==> config.mk <==
export PLATFORM = sky130hd
export DESIGN_NAME = uart_rx
export DESIGN_NICKNAME = d
export VERILOG_FILES = /design/src/rtl/uart_rx.sv
export SDC_FILE = /design/constraint.sdc
export NUM_CORES = 1
export LEC_CHECK = 0
export CAP_MARGIN = 10
export CORE_MARGIN = 2
export CORE_UTILIZATION = 60
export DETAILED_ROUTE_END_ITERATION = 16
export PLACE_DENSITY_LB_ADDON = 0.12
export SETUP_SLACK_MARGIN = 0.2
export SYNTH_ARGS = -nofsm -noshare
export SYNTH_HDL_FRONTEND = slang
export SYNTH_SLANG_ARGS = --single-unit
==> constraint.sdc <==
create_clock -name clk -period 4.35 [get_ports clk]
set_clock_uncertainty 0.05 [all_clocks]
set_input_delay 0.6525 -clock clk [delete_from_list [all_inputs] [get_ports clk]]
set_output_delay 0.6525 -clock clk [all_outputs]
set_load 0.01 [all_outputs]
==> src/rtl/uart_rx.sv <==
// 8N1 UART receiver with a 2-flop input synchronizer and a single-entry
// valid/ready output register; framing errors and overruns pulse for one cycle.
module uart_rx #(
   parameter int CLKS_PER_BIT = 868
) (
   input  logic       clk,
   input  logic       rst,
   input  logic       uart_txd_in,
   output logic [7:0] data_out,
   output logic       valid,
   input  logic       ready,
   output logic       frame_err,
   output logic       overrun
);

   localparam int CW = $clog2(CLKS_PER_BIT);
   localparam logic [CW-1:0] HALF_M1 = CW'(CLKS_PER_BIT / 2 - 1);
   localparam logic [CW-1:0] BIT_M1  = CW'(CLKS_PER_BIT - 1);

   typedef enum logic [2:0] {
      S_IDLE,
      S_START,
      S_DATA,
      S_STOP,
      S_BREAK
   } state_t;

   state_t        r_state;
   logic          r_meta;
   logic          r_rx_s;
   logic [CW-1:0] r_cnt;
   logic [2:0]    r_idx;
   logic [7:0]    r_shift;
   logic [7:0]    r_data;
   logic          r_valid;
   logic          r_ferr;
   logic          r_ovr;

   always_ff @(posedge clk) begin
      if (rst) begin
         r_state <= S_IDLE;
         r_meta  <= 1'b1;
         r_rx_s  <= 1'b1;
         r_cnt   <= '0;
         r_idx   <= '0;
         r_shift <= '0;
         r_data  <= '0;
         r_valid <= 1'b0;
         r_ferr  <= 1'b0;
         r_ovr   <= 1'b0;
      end else begin
         r_meta <= uart_txd_in;
         r_rx_s <= r_meta;
         r_ferr <= 1'b0;
         r_ovr  <= 1'b0;
         if (r_valid && ready)
            r_valid <= 1'b0;
         unique case (r_state)
            S_IDLE: begin
               r_cnt <= '0;
               if (!r_rx_s)
                  r_state <= S_START;
            end
            S_START: begin
               if (r_cnt == HALF_M1) begin
                  r_cnt   <= '0;
                  r_idx   <= '0;
                  r_state <= r_rx_s ? S_IDLE : S_DATA;
               end else begin
                  r_cnt <= r_cnt + 1'b1;
               end
            end
            S_DATA: begin
               if (r_cnt == BIT_M1) begin
                  r_cnt   <= '0;
                  // LSB arrives first, so shifting right lands bit i at i
                  r_shift <= {r_rx_s, r_shift[7:1]};
                  r_idx   <= r_idx + 3'd1;
                  if (r_idx == 3'd7)
                     r_state <= S_STOP;
               end else begin
                  r_cnt <= r_cnt + 1'b1;
               end
            end
            S_STOP: begin
               if (r_cnt == BIT_M1) begin
                  r_cnt <= '0;
                  if (r_rx_s) begin
                     r_state <= S_IDLE;
                     if (!r_valid || ready) begin
                        r_data  <= r_shift;
                        r_valid <= 1'b1;
                     end else begin
                        r_ovr <= 1'b1;
                     end
                  end else begin
                     r_ferr  <= 1'b1;
                     r_state <= S_BREAK;
                  end
               end else begin
                  r_cnt <= r_cnt + 1'b1;
               end
            end
            S_BREAK: begin
               r_cnt <= '0;
               if (r_rx_s)
                  r_state <= S_IDLE;
            end
            default: r_state <= S_IDLE;
         endcase
      end
   end

   assign data_out  = r_data;
   assign valid     = r_valid;
   assign frame_err = r_ferr;
   assign overrun   = r_ovr;

endmodule

Word-level counts from Yosys, hierarchy flattened

Cells that the tools add are included.

Flip-flop bits (word level): 37
Input bits: 4
Output and inout bits: 11
Word-level logic and storage cells: 64

Add/sub/neg operators: 2
Eq/ne operators: 13
Multiplexer cells: 22
Bitwise gates (word level): 3
Reductions and logical operators: 14

Operators by type and width:

| operator                                                               | number |
|---|---|
| 10-bit one-hot mux with 3 select lines                                 | 1 |
| 3-bit 2-to-1 mux                                                       | 9 |
| 10-bit 2-to-1 mux                                                      | 2 |
| 3-bit one-hot mux with 5 select lines                                  | 1 |
| 2-bit inequality test, second input constant                           | 6 |
| 10-bit by 1-bit adder with 10-bit output, second input constant        | 1 |
| 10-bit equality test, second input constant                            | 1 |
| 10-bit by 9-bit equality test with 1-bit output, second input constant | 1 |
| 1-bit 2-to-1 mux                                                       | 7 |
| 3-bit by 2-bit equality test with 1-bit output, second input constant  | 2 |
| 3-bit equality test, second input constant                             | 2 |
| 3-bit one-hot mux with 2 select lines                                  | 1 |
| 6-bit AND reduction                                                    | 1 |
| 4-bit AND reduction                                                    | 1 |
| 2-bit OR reduction                                                     | 2 |
| 4-bit OR reduction                                                     | 1 |
| 3-bit by 1-bit adder with 3-bit output, second input constant          | 1 |
| 3-bit by 1-bit equality test with 1-bit output, second input constant  | 1 |
| 3-bit logical NOT                                                      | 1 |
| 1-bit NOT                                                              | 3 |
| 3-bit AND reduction                                                    | 1 |
| 3-bit nonzero test                                                     | 1 |
| 3-bit OR reduction                                                     | 1 |
| 2-bit 2-to-1 mux                                                       | 1 |
| 5 further kinds                                                        | 5 |

Logic depth before layout (Yosys ltp)

Depth after elaboration: 6
Depth in mapped cells: 7
Gate-level depth less buffers: 7

Least setup slack after synthesis

Ideal clock, no wire load.

Path type: reg2reg
Start point: reg r_cnt[7]
End point: reg r_cnt[5]
Setup time: 0.131 ns
Data arrival time: 1.797 ns
Required time: 4.169 ns
Setup slack: 2.372 ns
Cell stages (with the launch flop): 6
Path buffers: 0
Period minus slack after synthesis: 1.978 ns
Cells stage by stage: dfxtp_1 -> or4b_4 -> or3_1 -> mux2_2 -> o2111ai_1 -> a31oi_1

Longest elaborated chain between the ends: 3
Elaborated cells on any way between the ends: 5
Classes of those cells: eq/ne: 2; mux: 3

Ends and longest elaborated chain:

| item                                                                                    | RTL line   | RTL |
|---|---|---|
| start, declared                                                                         | 31         | `logic [CW-1:0] r_cnt;` |
| start signal, assigned                                                                  | 70         | `r_cnt <= r_cnt + 1'b1;` |
| start signal, assigned                                                                  | 82         | `r_cnt <= r_cnt + 1'b1;` |
| start signal, assigned                                                                  | 101        | `r_cnt <= r_cnt + 1'b1;` |
| 10-bit equality test or 10-bit by 9-bit equality test with 1-bit output (tied branches) | 74, 86, 65 |  |
| 10-bit 2-to-1 mux, on equally long branches                                             | 74, 86, 65 |  |
| 10-bit one-hot mux with 3 select lines *                                                | 58         | `unique case (r_state)` |

Every way passes the cells marked *; elsewhere a longest branch is shown, timed or not.
A chain may end at the register's enable or synchronous reset.

Final worst setup path

Start point: reg r_cnt[7]
End point: reg r_shift[2]

Longest elaborated chain between the ends: 2

Ends and longest elaborated chain:

| item                                 | RTL line | RTL |
|---|---|---|
| 10-bit equality test                 | 74       | `if (r_cnt == BIT_M1) begin` |
| 2-bit AND reduction (no source line) | n/a      |  |
| end signal, assigned                 | 77       | `r_shift <= {r_rx_s, r_shift[7:1]};` |
| end, declared                        | 33       | `logic [7:0] r_shift;` |

Every way passes these cells.

==> results.toml <==
[run_status]
status = "finished, final reports clean"

[pwr]
combPwrFrac_pct = 2.7
pwr-share-clk_pct = 35.6
power.switching_w = 0.000116
power_w = 0.000556
p_leak_nw = 0.720
p_sw_share_pct = 20.9
p_int_w = 0.000440
power_frac_seq_pct = 61.7
ir_drop_mv = 0.310
power-per-cell-area_nw_per_um2 = 297

[clock_tree]
h-tree-depth = 2
clock_latency_ps = 340
cts_resized = 0
cts_hold_buf = 0
clk_path_buf_depth = 2
cts_tree = "yes"
postCtsSetupBuffers = 0
cts_root_buffer = "clkbuf_4"
clk_pin_slew_ps = 100
cts_sinks = 37
numCtsBuffers = 5

[global_routing]
grt_pass1_wl_mm = 5.39
grtUsageTotal_pct = 21.6
grt.overflow.total = 0
grt_max_degree = 34
antenna_found_initial = 0
grt_pass1_vias = 1268

[die]
start_util_pct = 61.5
core_area_sq_um = 2690
io_pins = 15
dieWidth_um = 56.5
die_y_um = 56.5
fp-row-count = 19
design.die.area_sq_um = 3190

[setup_path]
cp-end-kind = "register"
crit_type = "reg -> reg"
slowest_delay_ps = 600
required_ps = 4480
path_cells = "or4b_4 > nor3_4 > and3_1 > mux2i_1 > nor2_1"
crit_arrival_ps = 2430
crit_fanout = 8
cp_slowest_cell = "or4b_4"
timing.critical_path.buf_inv = 0
start_kind = "register"
critical_path.top_delay_family = "simple AND/OR/NAND/NOR gates"

[synth]
avgSynthCellArea_sq_um = 9.03
ys_seq_elements = 37
synthCells = 183
synth_fp_nets = 191
async_flop_share_pct = 0
ys_types = 40
synth_area_sq_um = 1650
synth-seq-area-share_pct = 44.8
ys.warnings.count = 0
synth_edf_count = 0
synthFlopType = "dfxtp_1"

[routing]
routed_via_density = 5.75
vias = 1323
wl_per_cell_um = 13.4
routed_wl_mm = 3.09
route.detailed.drc = 0
first_iter_violations = 44
drt_pass1_iterations = 4
antenna_left = 0

[cells_and_area]
final_nets = 206
drive_gt1_share_pct = 8.04
multi_input_area_sq_um = 866
antenna-diode-count = 0
fillers = 217
area_delta_synth_final_pct = 13.4
regArea_sq_um = 741

[timing]
fin_tns_setup_ps = 0
setup_violations = 0
tightest_slew_ps = 1060
min_period_over_period_pct = 52.8
fmax_ghz = 0.435
maxSlewViolCount = 0
slew_headroom_pct = 28.9
post-route-min-period_ps = 2300
finalHoldViolations = 0
rsz0062_at_grt = "no"

[min_path]
hold_path_class = "reg -> reg"

[placement]
port_buffers = 14
gp_congestion = 0.871
hpwlAfterDp_mm = 2.26

[job]
max_cap_violations = 0
layout by cell type, fill, tap and decap left out, drive strengths merged, types with 6 or more instances in the layout:
| cell | synthesis | routed |
|---|---|---|
| o21ai | 6 | 6 |
| dfxtp | 37 | 37 |
| clkbuf | 4 | 7 |
| mux2i | 18 | 18 |
| clkdlybuf4s50 | 0 | 14 |
| and3 | 7 | 7 |
| nor2 | 30 | 30 |
| a21oi | 6 | 6 |
| nand2 | 17 | 17 |
metal layers:
layer	global-route usage (%)	vias up	share of wire (%)
li1	-	671	-
met1	26.2	611	46
met2	34.6	35	48
met3	8.76	6	5.5
met4	7.14	0	1.1
met5	0	-	0
cells by family (layout without fill, tap and decap cells):
kind of cell | count (synthesis) | after routing | share of synthesized area [%]
AND/OR/NAND/NOR | 82 | 82 | 25.4
flip-flops | 37 | 37 | 44.8
AO/OA/AOI/OAI | 24 | 24 | 9.16
multiplexers | 19 | 19 | 11.6
buffers and inverters | 11 | 27 | 2.80
XOR/XNOR | 6 | 6 | 3.18
adder cells (fa/ha/maj) | 4 | 4 | 3.03
area by class of cell:
class | instances | area share [%]
tap | 31 | 2.07
clock inverter | 1 | 0.267
inverter | 5 | 1.00
sequential | 37 | 39.5
timing repair buffer | 14 | 7.48
multi-input combinational | 135 | 46.2
clock buffer | 7 | 3.47
per-stage QoR:
step	hold WS, ps	area [sq um]	cells	worst slack [ps]	util [%]
floorplan	339	1650	183	2370	-
global placement	354	1800	222	1960	67.2
detailed placement	354	1800	222	1920	67.2
CTS	384	1870	230	2060	69.8
global route	397	1870	230	1940	69.8
finish	377	1870	230	2050	69.8
Yosys cell counts, drive strengths merged (3+ instances only):
cell type  instances  area (sq um)
or2                3          18.8
o21ai              6          30.0
a21oi              6          30.0
nand3              5          30.0
nand2             17          63.8
inv                5          18.8
clkbuf             4          15.0
dfxtp             37           741
and3               7          43.8
xor2               4          35.0
nor2              30           113
ha                 4          50.1
or3                5          31.3
mux2i             18           180
nor3               4          31.3
power by group through the flow:
stage          Combinational, W  Clock (W)  Sequential (W)
2_1_floorplan         0.0000111          0        0.000349
3_3_place_gp          0.0000146          0        0.000351
3_5_place_dp          0.0000153          0        0.000351
4_1_cts               0.0000153   0.000203        0.000343
5_1_grt               0.0000170   0.000220        0.000343
6_report              0.0000152   0.000198        0.000343
final timing paths:
path,start,end,slack (ps),cells past startpoint
worst max-delay path,r_cnt[7]$_SDFFE_PP0P_,r_shift[2]$_SDFFE_PP0P_,2050,5
worst min-delay path,r_meta$_SDFF_PP1_,r_rx_s$_SDFF_PP1_,380,1
worst max register to register,r_cnt[7]$_SDFFE_PP0P_,r_shift[2]$_SDFFE_PP0P_,2050,5
worst min register to register,r_meta$_SDFF_PP1_,r_rx_s$_SDFF_PP1_,380,1
sequential cells by signal, summed over array words and instances (netlist names):
signal and count:
data_out 8, frame_err 1, overrun 1, r_cnt 10, r_idx 3, r_meta 1
r_rx_s 1, r_shift 8, r_state 3, valid 1
(Power assumes the default switching activity.)
